--- config.mk ---
export PLATFORM = sky130hd
export DESIGN_NAME = seq_div8x4_flat
export DESIGN_NICKNAME = d
export VERILOG_FILES = /design/src/rtl/seq_div8x4_pkg.sv /design/src/rtl/seq_div8x4_if.sv /design/src/rtl/seq_div8x4_div_step.sv /design/src/rtl/seq_div8x4.sv /design/src/flat_wrapper.sv
export SDC_FILE = /design/constraint.sdc
export NUM_CORES = 1
export LEC_CHECK = 0
export BUFFER_PORTS_ARGS = -buffer_cell sky130_fd_sc_hd__buf_4
export CORE_ASPECT_RATIO = 1.5
export CORE_MARGIN = 4
export CORE_UTILIZATION = 59
export CTS_CLUSTER_DIAMETER = 50
export DETAILED_ROUTE_END_ITERATION = 16
export GPL_TIMING_DRIVEN = 0
export PLACE_DENSITY = 0.91
export SLEW_MARGIN = 10
export SYNTH_ARGS = -nofsm -noshare
export SYNTH_HDL_FRONTEND = slang
export SYNTH_HIERARCHICAL = 1
export SYNTH_SLANG_ARGS = --single-unit
--- constraint.sdc ---
create_clock -name clk -period 6.3 [get_ports clk]
set_input_delay 0.63 -clock clk [delete_from_list [all_inputs] [get_ports clk]]
set_output_delay 0.63 -clock clk [all_outputs]
set_load 0.02 [all_outputs]
--- src/rtl/seq_div8x4_pkg.sv ---
// Shared types for the seq_div8x4 restoring divider.
// FSM state encoding and default operand widths.
package seq_div_pkg;

    localparam int DIV_DW = 8;
    localparam int DIV_VW = 4;
    localparam int DIV_CW = $clog2(DIV_DW);

    typedef enum logic [1:0] {
        IDLE = 2'd0,
        RUN  = 2'd1,
        DONE = 2'd2
    } div_state_t;

endpackage

--- src/rtl/seq_div8x4_if.sv ---
// Operand/result valid-ready bundle for seq_div8x4.
// master = requester/consumer side, slave = divider side.
interface seq_div8x4_if
    import seq_div_pkg::*;
#(
    parameter int DW = DIV_DW,
    parameter int VW = DIV_VW
);

    logic          in_valid;
    logic          in_ready;
    logic [DW-1:0] dividend;
    logic [VW-1:0] divisor;
    logic          out_valid;
    logic          out_ready;
    logic [DW-1:0] quotient;
    logic [VW-1:0] remainder;
    logic          div_by_zero;
    logic          chk_err;

    modport master (
        output in_valid, dividend, divisor, out_ready,
        input  in_ready, out_valid, quotient, remainder,
        input  div_by_zero, chk_err
    );

    modport slave (
        input  in_valid, dividend, divisor, out_ready,
        output in_ready, out_valid, quotient, remainder,
        output div_by_zero, chk_err
    );

endinterface

--- src/rtl/seq_div8x4_div_step.sv ---
// One restoring division step: shift in a dividend bit,
// subtract the divisor if it fits, emit the quotient bit.
module div_step #(
    parameter int VW = 4
) (
    input  logic [VW:0]   i_pr,
    input  logic          i_bit,
    input  logic [VW-1:0] i_divisor,
    output logic [VW:0]   o_pr,
    output logic          o_q
);

    logic [VW+1:0] w_t;
    logic [VW+1:0] w_d;
    logic [VW:0]   w_diff;

    assign w_t    = {i_pr, i_bit};
    assign w_d    = {2'b00, i_divisor};
    assign o_q    = (w_t >= w_d);
    assign w_diff = w_t[VW:0] - w_d[VW:0];
    assign o_pr   = o_q ? w_diff : w_t[VW:0];

endmodule

--- src/rtl/seq_div8x4.sv ---
// Sequential radix-2 restoring divider, one quotient bit per cycle.
// SEQ_DIV_SELFCHECK_EN adds a q*d+r==dividend check (one extra cycle).
module seq_div8x4
    import seq_div_pkg::*;
#(
    parameter int DW = DIV_DW,
    parameter int VW = DIV_VW
) (
    input  logic         clk,
    input  logic         rst_n,
    seq_div8x4_if.slave  bus
);

    localparam int CW = $clog2(DW);

    div_state_t    r_state;
    logic [DW-1:0] r_dvd;
    logic [VW-1:0] r_dvs;
    logic [VW:0]   r_pr;
    logic [CW-1:0] r_cnt;
    logic [DW-1:0] r_quotient;
    logic [VW-1:0] r_remainder;
    logic          r_in_ready;
    logic          r_out_valid;
    logic          r_dbz;

    logic [VW:0]   w_pr_nxt;
    logic          w_qbit;

`ifdef SEQ_DIV_SELFCHECK_EN
    logic [DW-1:0]    r_orig;
    logic             r_chk_ph;
    logic             r_chk;
    logic [DW+VW-1:0] w_prod;

    assign w_prod = (DW+VW)'(r_quotient) * (DW+VW)'(r_dvs)
                  + (DW+VW)'(r_remainder);
    assign bus.chk_err = r_chk;
`else
    assign bus.chk_err = 1'b0;
`endif

    div_step #(.VW(VW)) u_step (
        .i_pr      (r_pr),
        .i_bit     (r_dvd[DW-1]),
        .i_divisor (r_dvs),
        .o_pr      (w_pr_nxt),
        .o_q       (w_qbit)
    );

    assign bus.in_ready    = r_in_ready;
    assign bus.out_valid   = r_out_valid;
    assign bus.quotient    = r_quotient;
    assign bus.remainder   = r_remainder;
    assign bus.div_by_zero = r_dbz;

    always_ff @(posedge clk or negedge rst_n) begin
        if (!rst_n) begin
            r_state     <= IDLE;
            r_dvd       <= '0;
            r_dvs       <= '0;
            r_pr        <= '0;
            r_cnt       <= '0;
            r_quotient  <= '0;
            r_remainder <= '0;
            r_in_ready  <= 1'b1;
            r_out_valid <= 1'b0;
            r_dbz       <= 1'b0;
`ifdef SEQ_DIV_SELFCHECK_EN
            r_orig      <= '0;
            r_chk_ph    <= 1'b0;
            r_chk       <= 1'b0;
`endif
        end else begin
            unique case (r_state)
                IDLE: begin
                    if (bus.in_valid) begin
                        r_dvd      <= bus.dividend;
                        r_dvs      <= bus.divisor;
                        r_pr       <= '0;
                        r_cnt      <= CW'(DW-1);
                        r_quotient <= '0;
                        r_in_ready <= 1'b0;
`ifdef SEQ_DIV_SELFCHECK_EN
                        r_orig     <= bus.dividend;
                        r_chk      <= 1'b0;
`endif
                        if (bus.divisor == '0) begin
                            // Divide-by-zero skips RUN and the self-check.
                            r_state     <= DONE;
                            r_quotient  <= '1;
                            r_remainder <= bus.dividend[VW-1:0];
                            r_dbz       <= 1'b1;
                            r_out_valid <= 1'b1;
`ifdef SEQ_DIV_SELFCHECK_EN
                            r_chk_ph    <= 1'b1;
`endif
                        end else begin
                            r_state     <= RUN;
                            r_dbz       <= 1'b0;
`ifdef SEQ_DIV_SELFCHECK_EN
                            r_chk_ph    <= 1'b0;
`endif
                        end
                    end
                end
                RUN: begin
                    r_dvd      <= {r_dvd[DW-2:0], 1'b0};
                    r_pr       <= w_pr_nxt;
                    r_quotient <= {r_quotient[DW-2:0], w_qbit};
                    if (r_cnt == '0) begin
                        r_state     <= DONE;
                        r_remainder <= w_pr_nxt[VW-1:0];
`ifndef SEQ_DIV_SELFCHECK_EN
                        r_out_valid <= 1'b1;
`endif
                    end else begin
                        r_cnt <= r_cnt - 1'b1;
                    end
                end
                DONE: begin
`ifdef SEQ_DIV_SELFCHECK_EN
                    if (!r_chk_ph) begin
                        r_chk_ph    <= 1'b1;
                        r_out_valid <= 1'b1;
                        r_chk       <= (w_prod != {{VW{1'b0}}, r_orig});
                    end else if (bus.out_ready) begin
                        r_state     <= IDLE;
                        r_out_valid <= 1'b0;
                        r_in_ready  <= 1'b1;
                        r_chk       <= 1'b0;
                    end
`else
                    if (bus.out_ready) begin
                        r_state     <= IDLE;
                        r_out_valid <= 1'b0;
                        r_in_ready  <= 1'b1;
                    end
`endif
                end
                default: r_state <= IDLE;
            endcase
        end
    end

endmodule

--- src/flat_wrapper.sv ---
// flat-port wrapper written by rule: the top's interface ports become plain ports
module seq_div8x4_flat import seq_div_pkg::*;
#(
    parameter int DW = DIV_DW,
    parameter int VW = DIV_VW
)
  (clk, rst_n, bus_in_valid, bus_dividend, bus_divisor, bus_out_ready, bus_in_ready, bus_out_valid, bus_quotient, bus_remainder, bus_div_by_zero, bus_chk_err);
  seq_div8x4_if #(.DW(DW), .VW(VW)) bus_i ();
  input  logic clk;
  input  logic rst_n;
  input wire logic [$bits(bus_i.in_valid)-1:0] bus_in_valid;
  input wire logic [$bits(bus_i.dividend)-1:0] bus_dividend;
  input wire logic [$bits(bus_i.divisor)-1:0] bus_divisor;
  input wire logic [$bits(bus_i.out_ready)-1:0] bus_out_ready;
  output wire logic [$bits(bus_i.in_ready)-1:0] bus_in_ready;
  output wire logic [$bits(bus_i.out_valid)-1:0] bus_out_valid;
  output wire logic [$bits(bus_i.quotient)-1:0] bus_quotient;
  output wire logic [$bits(bus_i.remainder)-1:0] bus_remainder;
  output wire logic [$bits(bus_i.div_by_zero)-1:0] bus_div_by_zero;
  output wire logic [$bits(bus_i.chk_err)-1:0] bus_chk_err;
  assign bus_i.in_valid = bus_in_valid;
  assign bus_i.dividend = bus_dividend;
  assign bus_i.divisor = bus_divisor;
  assign bus_i.out_ready = bus_out_ready;
  assign bus_in_ready = bus_i.in_ready;
  assign bus_out_valid = bus_i.out_valid;
  assign bus_quotient = bus_i.quotient;
  assign bus_remainder = bus_i.remainder;
  assign bus_div_by_zero = bus_i.div_by_zero;
  assign bus_chk_err = bus_i.chk_err;
  seq_div8x4 #(.DW(DW), .VW(VW)) u_core (.clk(clk), .rst_n(rst_n), .bus(bus_i));
endmodule
==> results of run 1 <==
-- layer usage --
metal  share of wire (%)  track usage [%]  wire length (µm)  vias to the layer above
li1                    -                -                 -                      678
met1                  35            29.42              1566                      751
met2                  57            44.23              2537                       49
met3                 5.2            5.284               228                        8
met4                 2.0            10.49                87                        0
met5                   0                0                 0                        -
-- sequential cells by signal (all words and copies together) (netlist names) --
name / count
u_core/r_cnt: 3
u_core/bus.out_valid: 1
u_core/bus.quotient: 8
u_core/r_dvs: 4
u_core/r_pr: 5
u_core/r_state: 2
u_core/bus.div_by_zero: 1
u_core/bus.in_ready: 1
u_core/bus.remainder: 4
u_core/r_dvd: 8
-- worst max path at each step --
stage	startpoint	endpoint	cells after the start
6_report	u_core/r_dvd[7]	u_core/bus.remainder[1]	9
5_1_grt	u_core/r_dvd[7]	u_core/bus.remainder[2]	9
4_1_cts	u_core/r_dvd[7]	u_core/bus.remainder[1]	9
3_5_place_dp	u_core/r_dvd[7]	u_core/bus.remainder[1]	9
3_3_place_gp	u_core/r_dvd[7]	u_core/bus.remainder[1]	9
2_1_floorplan	u_core/r_dvd[7]	u_core/bus.remainder[1]	9
-- cell families after synthesis --
kind of cell               after synthesis  synth area share [%]
AOI/OAI and AO/OA                       43                 19.76
xor gates and xnor gates                 2                0.9571
adders and majority gates                7                 5.195
buffers and inverters                   20                 4.443
DFF                                     37                 50.65
muxes                                   10                 6.288
other                                    1                0.2049
and+or+nand+nor                         50                 12.51
-- cells in the final DEF (no fill, tap or decap), types with 6 or more instances in the layout --
cell	netlist	final
a21oi_1	7	7
a221o_1	8	8
a22o_1	7	7
buf_4	1	31
clkbuf_1	5	8
dfrtp_1	36	36
ha_1	6	6
inv_1	12	12
mux2_2	8	8
nand2_1	30	30
nor2_1	7	7
-- final cells by class --
cell class / count / area share [%]
clock buffers: 8 / 3.666
well taps: 39 / 2.234
repair buffers: 30 / 10.31
plain buffers: 8 / 1.661
flip-flops and latches: 37 / 42.44
inverters: 12 / 2.062
multi-input cells: 113 / 37.63
-- per-stage QoR --
stage | total power, mW | setup WS [ns] | util (%)
floorplan | 0.9520 | 3.619 | -
global placement | 1.108 | 3.465 | 71.51
detailed placement | 1.176 | 3.366 | 71.51
CTS | 1.338 | 3.358 | 74.23
global route | 1.439 | 3.234 | 74.23
finish | 1.339 | 3.353 | 74.23
-- power by group --
group	internal (mW)	total, mW	switching [mW]
clock	0.0785	0.156	0.0778
combinational	0.340	0.759	0.419
sequential	0.348	0.423	0.0756
total	0.766	1.34	0.573
==> reports/metrics.yaml, run 1 <==
status:
  status: "finished clean"
synthesis:
  synth.top_cells.by_count: "36 x dfrtp_1, 30 x nand2_1, 12 x inv_1, 8 x a221o_1, 8 x mux2_2"
  synth_area_leaders: "dfrtp_1 49%, nand2_1 6.2%, mux2_2 4.9%"
  seq_area_frac_synth_pct: 50.65
  ys_seq_elements: 37
  syn_area_um2: 1831
  synth_top_area_share_pct: 49.21
  postSynthCellCount: 170
  synth_nets: 193
  avgSynthCellArea_um2: 10.77
  synthFlopType: "dfrtp_1"
  synth.most_common_cell: "dfrtp_1"
  synth-edff-count: 0
  synth_top_area_cell: "dfrtp_1"
  async_flop_share_pct: 100.0
  synth_cell_types: 38
  ys_warn_count: 6
final_layout:
  synthToLayoutAreaGrowth_pct: 19.34
  antennaDiodeCount: 0
  stdcell_count: 247
  drive_above_1_share_pct: 25.96
  multiInputGateArea_um2: 822.0
  seqCellArea_um2: 927.1
  fin_area_um2: 2185
  fin_nets: 230
  fill_cells: 232
grt:
  grt_pass1_wl_um: 7562
  grt_antenna_before_repair: 0
  grt_max_degree: 38
  grtUsageTotal_pct: 25.63
  grt_pass1_vias: 1521
  overflow: 0
clocking:
  cts_sinks: 37
  cts_buffers: 5
  clk_latency_ns: 0.29
  cts_tree: "yes"
  cts-resized-gates: 0
  hold_buffers: 0
  path_clk_slew_ns: 0.07
  ctsHtreeMaxLevel: 2
  post_cts_buffers: 0
  clock_path_buffers: 2
  cts_root_buffer: "clkbuf_8"
critical_path:
  critPathLaunchType: "flip-flop"
  reg2reg_depth: 9
  critPathArrivalTime_ns: 3.12
  r2r_slack_ns: 3.35
  cpPeakStageDelay_ns: 0.58
  worst_ep_required_time_ns: 6.48
  cp_max_fo: 8
  crit_buf_inv: 2
  crit_chain: "inv_1 -> ha_1 -> inv_1 -> fa_1 -> a21o_2 -> a2111oi_4 -> mux2_4 -> mux2_2 -> mux2_2"
  worst_setup_path_end_kind: "flip-flop"
  timing.rr.end: "u_core/bus.remainder[1]"
  cp_slowest_cell: "a2111oi_4"
  r2r-start: "u_core/r_dvd[7]"
  critPathKind: "reg2reg"
  crit_family: "multiplexers"
sta:
  finalSetupViolCount: 0
  drv_slew: 0
  slew_headroom_pct: 54.86
  rsz0062_at_grt: "no"
  worstMarginPinSlew_ns: 0.6757
  tns_ns: 0
  timing.fmax_ghz: 0.3393
  fin_skew_ns: 0.005160
  post-route-min-period_ns: 2.947
  fin_crit_sh_pct: 46.78
  finalHoldViolCount: 0
  hold_slack_ns: 0.2911
routing:
  wire_per_inst_um: 17.89
  drt_iter0_drc: 49
  via_per_inst: 6.016
  vias: 1486
  dr.pass1.iters: 4
  drc_errors: 0
  routed_wl_um: 4418
  ant_nets: 0
placement:
  io_buffers: 30
  gp_congestion: 0.8771
  dp_hpwl_um: 3371
  place_area_um2: 2105
  placed_cells: 239
die:
  io_pins: 32
  rows: 24
  die_x_um: 53.48
  die_h_um: 76.22
  core_um2: 2943
  dieArea_um2: 4076
  initial_core_util_pct: 62.20
pwr:
  p_per_area_nw_per_um2: 613.0
  leakage_nw: 1.107
  ir_worst_vdd_uv: 370.5
flow_run:
  maxCapViolCount: 0
min_path:
  hold_class: "in2async"
(Power assumes the default switching activity.)
==> run 2: changes to the inputs <==
Settings changed: ABC_AREA set to 1, CORE_UTILIZATION 59 to 50, PLACE_DENSITY 0.91 to 0.83.
Clock period 6.3 ns to 2.45 ns, I/O delays scaled along.
==> reports/metrics.yaml, run 2 <==
sta:
  drv_slew: 0  # unchanged
  tns_ns: 0  # unchanged
  finalSetupViolCount: 0  # unchanged
  fin_crit_sh_pct: 84.80  # +38 points
  finalWorstSetupSlack_ns: 0.3724  # -2.981 ns
  finalHoldViolCount: 0  # unchanged
  rsz0062_at_grt: "no"
  timing.fmax_ghz: 0.4813  # +42%
  fin_skew_ns: 0.01082  # +0.005655 ns
  post-route-min-period_ns: 2.078  # -0.8694 ns
pwr:
  power.switching_mw: 1.722  # +200%
  pwr-share-clk_pct: 16.3  # +4.6 points
  p_seq_share_pct: 28.0  # -3.6 points
  switching_share_pct: 44.86  # +2.1 points
  total_power_mw: 3.840  # +190%
  leakage_nw: 1.361  # +23%
  ir_worst_vdd_uv: 995.0  # +170%
  internal-power_mw: 2.117  # +180%
  pwr-share-comb_pct: 55.7  # -1.0 points
  p_per_area_nw_per_um2: 1567  # +160%
placement:
  dp_hpwl_um: 3162  # -6.2%
  gp_congestion: 0.7622  # -13%
  io_buffers: 30  # unchanged
  dp_slack_ns: 0.3993  # -2.966 ns
  placed_cells: 318  # +33%
clocking:
  path_clk_slew_ns: 0.08  # about the same
  clock_path_buffers: 2  # unchanged
  cts_tree: "yes"
  cts_buffers: 5  # unchanged
  cts_root_buffer: "clkbuf_8"
  cts_sinks: 37  # unchanged
  ctsHtreeMaxLevel: 2  # unchanged
  clk_latency_ns: 0.29  # about the same
  post_cts_buffers: 0  # unchanged
synthesis:
  avgSynthCellArea_um2: 8.336  # -23%
  synth.top_cells.by_count: "103 x nand2_1, 36 x dfrtp_1, 23 x inv_1, 19 x nand3_1, 6 x ha_1"
  ys_warn_count: 6  # unchanged
  postSynthCellCount: 243  # +43%
  ys_seq_elements: 37  # unchanged
  synth_top_area_share_pct: 44.47  # -4.7 points
  syn_area_um2: 2026  # +11%
  synthFlopType: "dfrtp_1"
  synth.most_common_cell: "nand2_1"
  async_flop_share_pct: 100.0  # unchanged
  synth-edff-count: 0  # unchanged
  synth_cell_types: 31  # -18%
  synth_top_area_cell: "dfrtp_1"
  seq_area_frac_synth_pct: 45.77  # -4.9 points
  synth_nets: 266  # +38%
  synth_area_leaders: "dfrtp_1 44%, nand2_1 19%, nand3_1 4.7%"
grt:
  grt_antenna_before_repair: 0  # unchanged
  grt_pass1_vias: 1757  # +16%
  grtUsageTotal_pct: 19.39  # -6.2 points
  overflow: 0  # unchanged
  grt_max_degree: 38  # unchanged
  grt_pass1_wl_um: 7631  # +0.91%
die:
  die_h_um: 85.96  # +13%
  initial_core_util_pct: 51.63  # -11 points
  dieArea_um2: 5155  # +26%
  io_pins: 32  # unchanged
  core_um2: 3924  # +33%
  die_x_um: 59.97  # +12%
  rows: 28  # +17%
routing:
  ant_nets: 0  # unchanged
  dr.pass1.iters: 4  # unchanged
  drt_iter0_drc: 32  # -35%
  vias: 1678  # +13%
  routed_wl_um: 4372  # -1.0%
  drc_errors: 0  # unchanged
  via_per_inst: 5.131  # -15%
  wire_per_inst_um: 13.37  # -25%
status:
  status: "finished clean"
critical_path:
  cp_max_fo: 6  # -2
  critPathKind: "reg2reg"
  critPathLaunchType: "flip-flop"
  worst_setup_path_end_kind: "flip-flop"
  worst_ep_required_time_ns: 2.69  # -3.79 ns
  critPathArrivalTime_ns: 2.31  # -0.81 ns
flow_run:
  maxCapViolCount: 0  # unchanged
min_path:
  hold_class: "in2reg"
final_layout:
  antennaDiodeCount: 0  # unchanged
  final_common_cell: "nand2_1"
  fin_nets: 304  # +32%
  drive_above_1_share_pct: 24.47  # -1.5 points
  stdcell_count: 327  # +32%
  synthToLayoutAreaGrowth_pct: 21.00
  final_cell_mix: "103 x nand2_1, 36 x dfrtp_1, 31 x buf_4"
  fill_cells: 333  # +44%
## run 2: layer usage
layer / global-route usage (%) / up-vias / part of all wire (%)
met3: 4.217 / 8 / 3.9
met2: 34.55 / 40 / 54
met5: 0 / - / 0
met4: 6.653 / 0 / 2.0
li1: - / 840 / -
met1: 22.08 / 790 / 40
## run 2: final cells by class
cell class,count,area [µm²],area share [%]
flip-flops and latches,37,927.1,37.83
inverters,25,101.3,4.135
repair buffers,31,235.2,9.597
well taps,45,56.30,2.297
plain buffers,6,66.31,2.705
clock buffers,5,68.82,2.808
clock inverters,3,65.06,2.654
multi-input cells,175,930.9,37.98
## run 2: repair_timing
action | CTS | global route
hold endpoints to repair | 36 | 0
gates resized for setup | 0 | 0
hold buffers | 1 | 0
## run 2: path summary, 6_finish.rpt
kind,startpoint,end,slack (ns),depth (start not counted)
setup / recovery,u_core/r_dvd[7],u_core/bus.remainder[3],0.37,13
hold / removal,bus_divisor[1],u_core/r_dvs[1],0.16,3
setup reg to reg,u_core/r_dvd[7],u_core/bus.remainder[3],0.37,13
hold reg to reg,u_core/bus.out_valid,u_core/bus.out_valid,0.47,2
max in group asynchronous,rst_n,u_core/bus.in_ready,1.64,2
min in group asynchronous,rst_n,u_core/bus.remainder[2],0.44,2
## run 2: cells by family after synthesis
kind of cell / Yosys count / share of synthesized area, %
xor+xnor: 1 / 0.4324
other cells: 1 / 0.1851
flops: 37 / 45.77
buf+inv: 31 / 8.277
simple gates: 148 / 34.96
fa+ha+maj: 7 / 4.694
compound gates: 18 / 5.682
## run 2: metrics by stage
step	hold WS [ns]	util, %	area [µm²]
floorplan	-0.05059	-	2026
global placement	0.2308	58.80	2307
detailed placement	0.2371	58.80	2307
CTS	0.1494	62.47	2451
global route	0.1493	62.47	2451
finish	0.1558	62.47	2451
## run 2: power by group through the flow
stage | Clock (mW) | Combinational (mW) | Sequential (mW)
6_report | 0.624 | 2.14 | 1.08
5_1_grt | 0.666 | 2.40 | 1.11
4_1_cts | 0.636 | 2.16 | 1.08
3_5_place_dp | 0 | 2.13 | 1.08
3_3_place_gp | 0 | 2.08 | 1.07
2_1_floorplan | 0 | 1.49 | 1.18
## run 2: critical path, cell delays in order, from the launching register on
cell,delay (ns)
dfrtp_1,0.41
inv_1,0.07
ha_1,0.13
inv_1,0.05
fa_1,0.40
nand2_1,0.10
nand2_2,0.07
nand2_4,0.10
nand4_1,0.11
nand2_2,0.08
inv_1,0.05
o21ai_0,0.24
nand3_1,0.13
nand2_1,0.08
==> run 3: changes to the inputs <==
Settings changed: CORE_UTILIZATION 50 to 56, PLACE_DENSITY 0.83 to 0.87.
Clock period 2.45 ns to 1.95 ns, I/O delays scaled along.
==> reports/metrics.yaml, run 3 (synthesis results as in run 2) <==
grt:
  grt_max_degree: 38  # unchanged
  grt_pass1_wl_um: 7348  # -3.7%
  overflow: 0  # unchanged
  grt_pass1_vias: 1700  # -3.2%
  grt_antenna_before_repair: 0  # unchanged
  grtUsageTotal_pct: 20.39  # +0.99 points
critical_path:
  cpPeakStageDelay_ns: 0.39  # -0.02 ns
  reg2reg_depth: 14  # +1
  cp_max_fo: 6  # unchanged
  crit_chain: "inv_1 -> ha_2 -> inv_2 -> fa_2 -> nand2_2 -> nand2_2 -> nand2_4 -> nand3_4 -> nand2_1 -> nand2_1 -> inv_2 -> o21ai_2 -> nand3_1 -> nand2_1"
  r2r_slack_ns: 0.06  # -0.32 ns
  critPathLaunchType: "flip-flop"
  crit_path_start: "u_core/r_dvd[7]"
  crit_path_frequent_cell: "nand2_1"
  cp_slowest_cell: "dfrtp_1"
  critPathKind: "reg2reg"
  worst_setup_path_end_kind: "flip-flop"
  crit_path_end: "u_core/bus.remainder[1]"
  timing.rr.end: "u_core/bus.remainder[1]"
  r2r-start: "u_core/r_dvd[7]"
  worst_ep_required_time_ns: 2.14  # -0.55 ns
  critPathArrivalTime_ns: 2.08  # -0.23 ns
sta:
  finalHoldViolCount: 0  # unchanged
  fin_skew_ns: 0.01034  # -0.0004726 ns
  drv_slew: 0  # unchanged
  rsz0062_at_grt: "yes"
  fin_crit_sh_pct: 97.09  # +12 points
  post-route-min-period_ns: 1.893  # -0.1844 ns
  timing.fmax_ghz: 0.5282  # +9.7%
  hold_slack_ns: 0.1055  # -0.05031 ns
  finalSetupViolCount: 0  # unchanged
clocking:
  clock_path_buffers: 2  # unchanged
  cts_root_buffer: "clkbuf_8"
  path_clk_slew_ns: 0.08  # about the same
  cts_tree: "yes"
  ctsHtreeMaxLevel: 2  # unchanged
  clk_latency_ns: 0.29  # about the same
  cts_buffers: 5  # unchanged
  cts_sinks: 37  # unchanged
routing:
  vias: 1687  # +0.54%
  via_per_inst: 5.175  # +0.84%
  drt_iter0_drc: 43  # +34%
  ant_nets: 0  # unchanged
  wire_per_inst_um: 13.02  # -2.6%
  drc_errors: 0  # unchanged
  routed_wl_um: 4246  # -2.9%
  dr.pass1.iters: 4  # unchanged
final_layout:
  antennaDiodeCount: 0  # unchanged
  seqCellArea_um2: 927.1  # unchanged
  final_common_cell: "nand2_1"
  multiInputGateArea_um2: 958.4  # +3.0%
  fin_nets: 306  # +0.66%
  final_cell_mix: "100 x nand2_1, 36 x dfrtp_1, 33 x buf_4"
  drive_above_1_share_pct: 29.93  # +5.5 points
  fin_util_pct: 71.26  # +8.8 points
  fill_cells: 279  # -16%
  synthToLayoutAreaGrowth_pct: 21.31
placement:
  gp_congestion: 0.8184  # +7.4%
  io_buffers: 30  # unchanged
  dp_hpwl_um: 3156  # -0.22%
pwr:
  switching_share_pct: 46.89  # +2.0 points
  p_per_area_nw_per_um2: 1958  # +25%
  pwr-share-comb_pct: 59.7  # +4.0 points
  internal-power_mw: 2.556  # +21%
  p_seq_share_pct: 28.0  # about the same
  ir_worst_vdd_uv: 1529  # +54%
  total_power_mw: 4.813  # +25%
  leakage_nw: 1.357  # -0.27%
  pwr-share-clk_pct: 12.2  # -4.1 points
  power.switching_mw: 2.257  # +31%
die:
  die_h_um: 81.66  # -5.0%
  initial_core_util_pct: 58.74  # +7.1 points
  die_x_um: 57.11  # -4.8%
  dieArea_um2: 4663  # -9.5%
  core_um2: 3448  # -12%
  io_pins: 32  # unchanged
  rows: 26  # -7.1%
status:
  status: "finished clean"
flow_run:
  maxCapViolCount: 0  # unchanged
min_path:
  hold_class: "in2reg"
## run 3: repair_timing
item                       in CTS  in global routing
resized for setup               3                 13
hold buffers                    1                  0
hold endpoints to repair       36                  0
pin swaps                       0                 12
setup endpoints to repair       4                  4
setup buffers                   1                  1
## run 3: critical path, delay by kind of cell, from the launching register on
kind            cells  cell delay [ns]
fa+ha+maj           2             0.52
simple gates        8             0.65
buf+inv             3             0.17
flops               1             0.39
compound gates      1             0.06
## run 3: cell type report
cell class	count	area share, %
Multi-Input combinational cell	175	39.00
Sequential cell	37	37.73
Timing Repair Buffer	33	10.18
Inverter	25	4.124
Clock buffer	7	3.921
Buffer	6	2.699
Tap cell	42	2.138
Clock inverter	1	0.2037
## run 3: routing by layer
metal  track usage (%)  up-vias  wire length (µm)  part of all wire, %
met4             10.21        0               119                  2.8
li1                  -      846                 -                    -
met5                 0        -                 0                    0
met2             35.24       34              2260                   53
met1             24.13      796              1735                   41
met3             3.774       11               131                  3.1
## run 3: power by group through the flow
stage / clock (mW) / sequential (mW) / combinational [mW]
detailed placement: 0 / 1.36 / 2.68
floorplan: 0 / 1.48 / 1.87
global placement: 0 / 1.35 / 2.60
CTS: 0.593 / 1.35 / 2.73
global route: 0.622 / 1.39 / 3.23
finish: 0.588 / 1.35 / 2.87
## run 3: through the flow
step	cell area (µm²)	setup TNS (ns)	setup WS (ns)	cells
after CTS	2425	0	0.05112	325
after global placement	2303	-0.05374	-0.03533	315
after floorplan	2026	0	0.1336	243
final	2457	0	0.05677	326
after global routing	2457	-0.2770	-0.09087	326
after detailed placement	2303	-0.1364	-0.05232	315
## run 3: worst min path at each step
stage | startpoint | end | depth (start not counted)
2_1_floorplan | rst_n | u_core/bus.div_by_zero | 0
3_3_place_gp | rst_n | u_core/bus.remainder[1] | 1
3_5_place_dp | rst_n | u_core/r_dvs[2] | 1
4_1_cts | bus_divisor[1] | u_core/r_dvs[1] | 3
5_1_grt | bus_divisor[3] | u_core/r_dvs[3] | 3
6_report | bus_divisor[1] | u_core/r_dvs[1] | 3
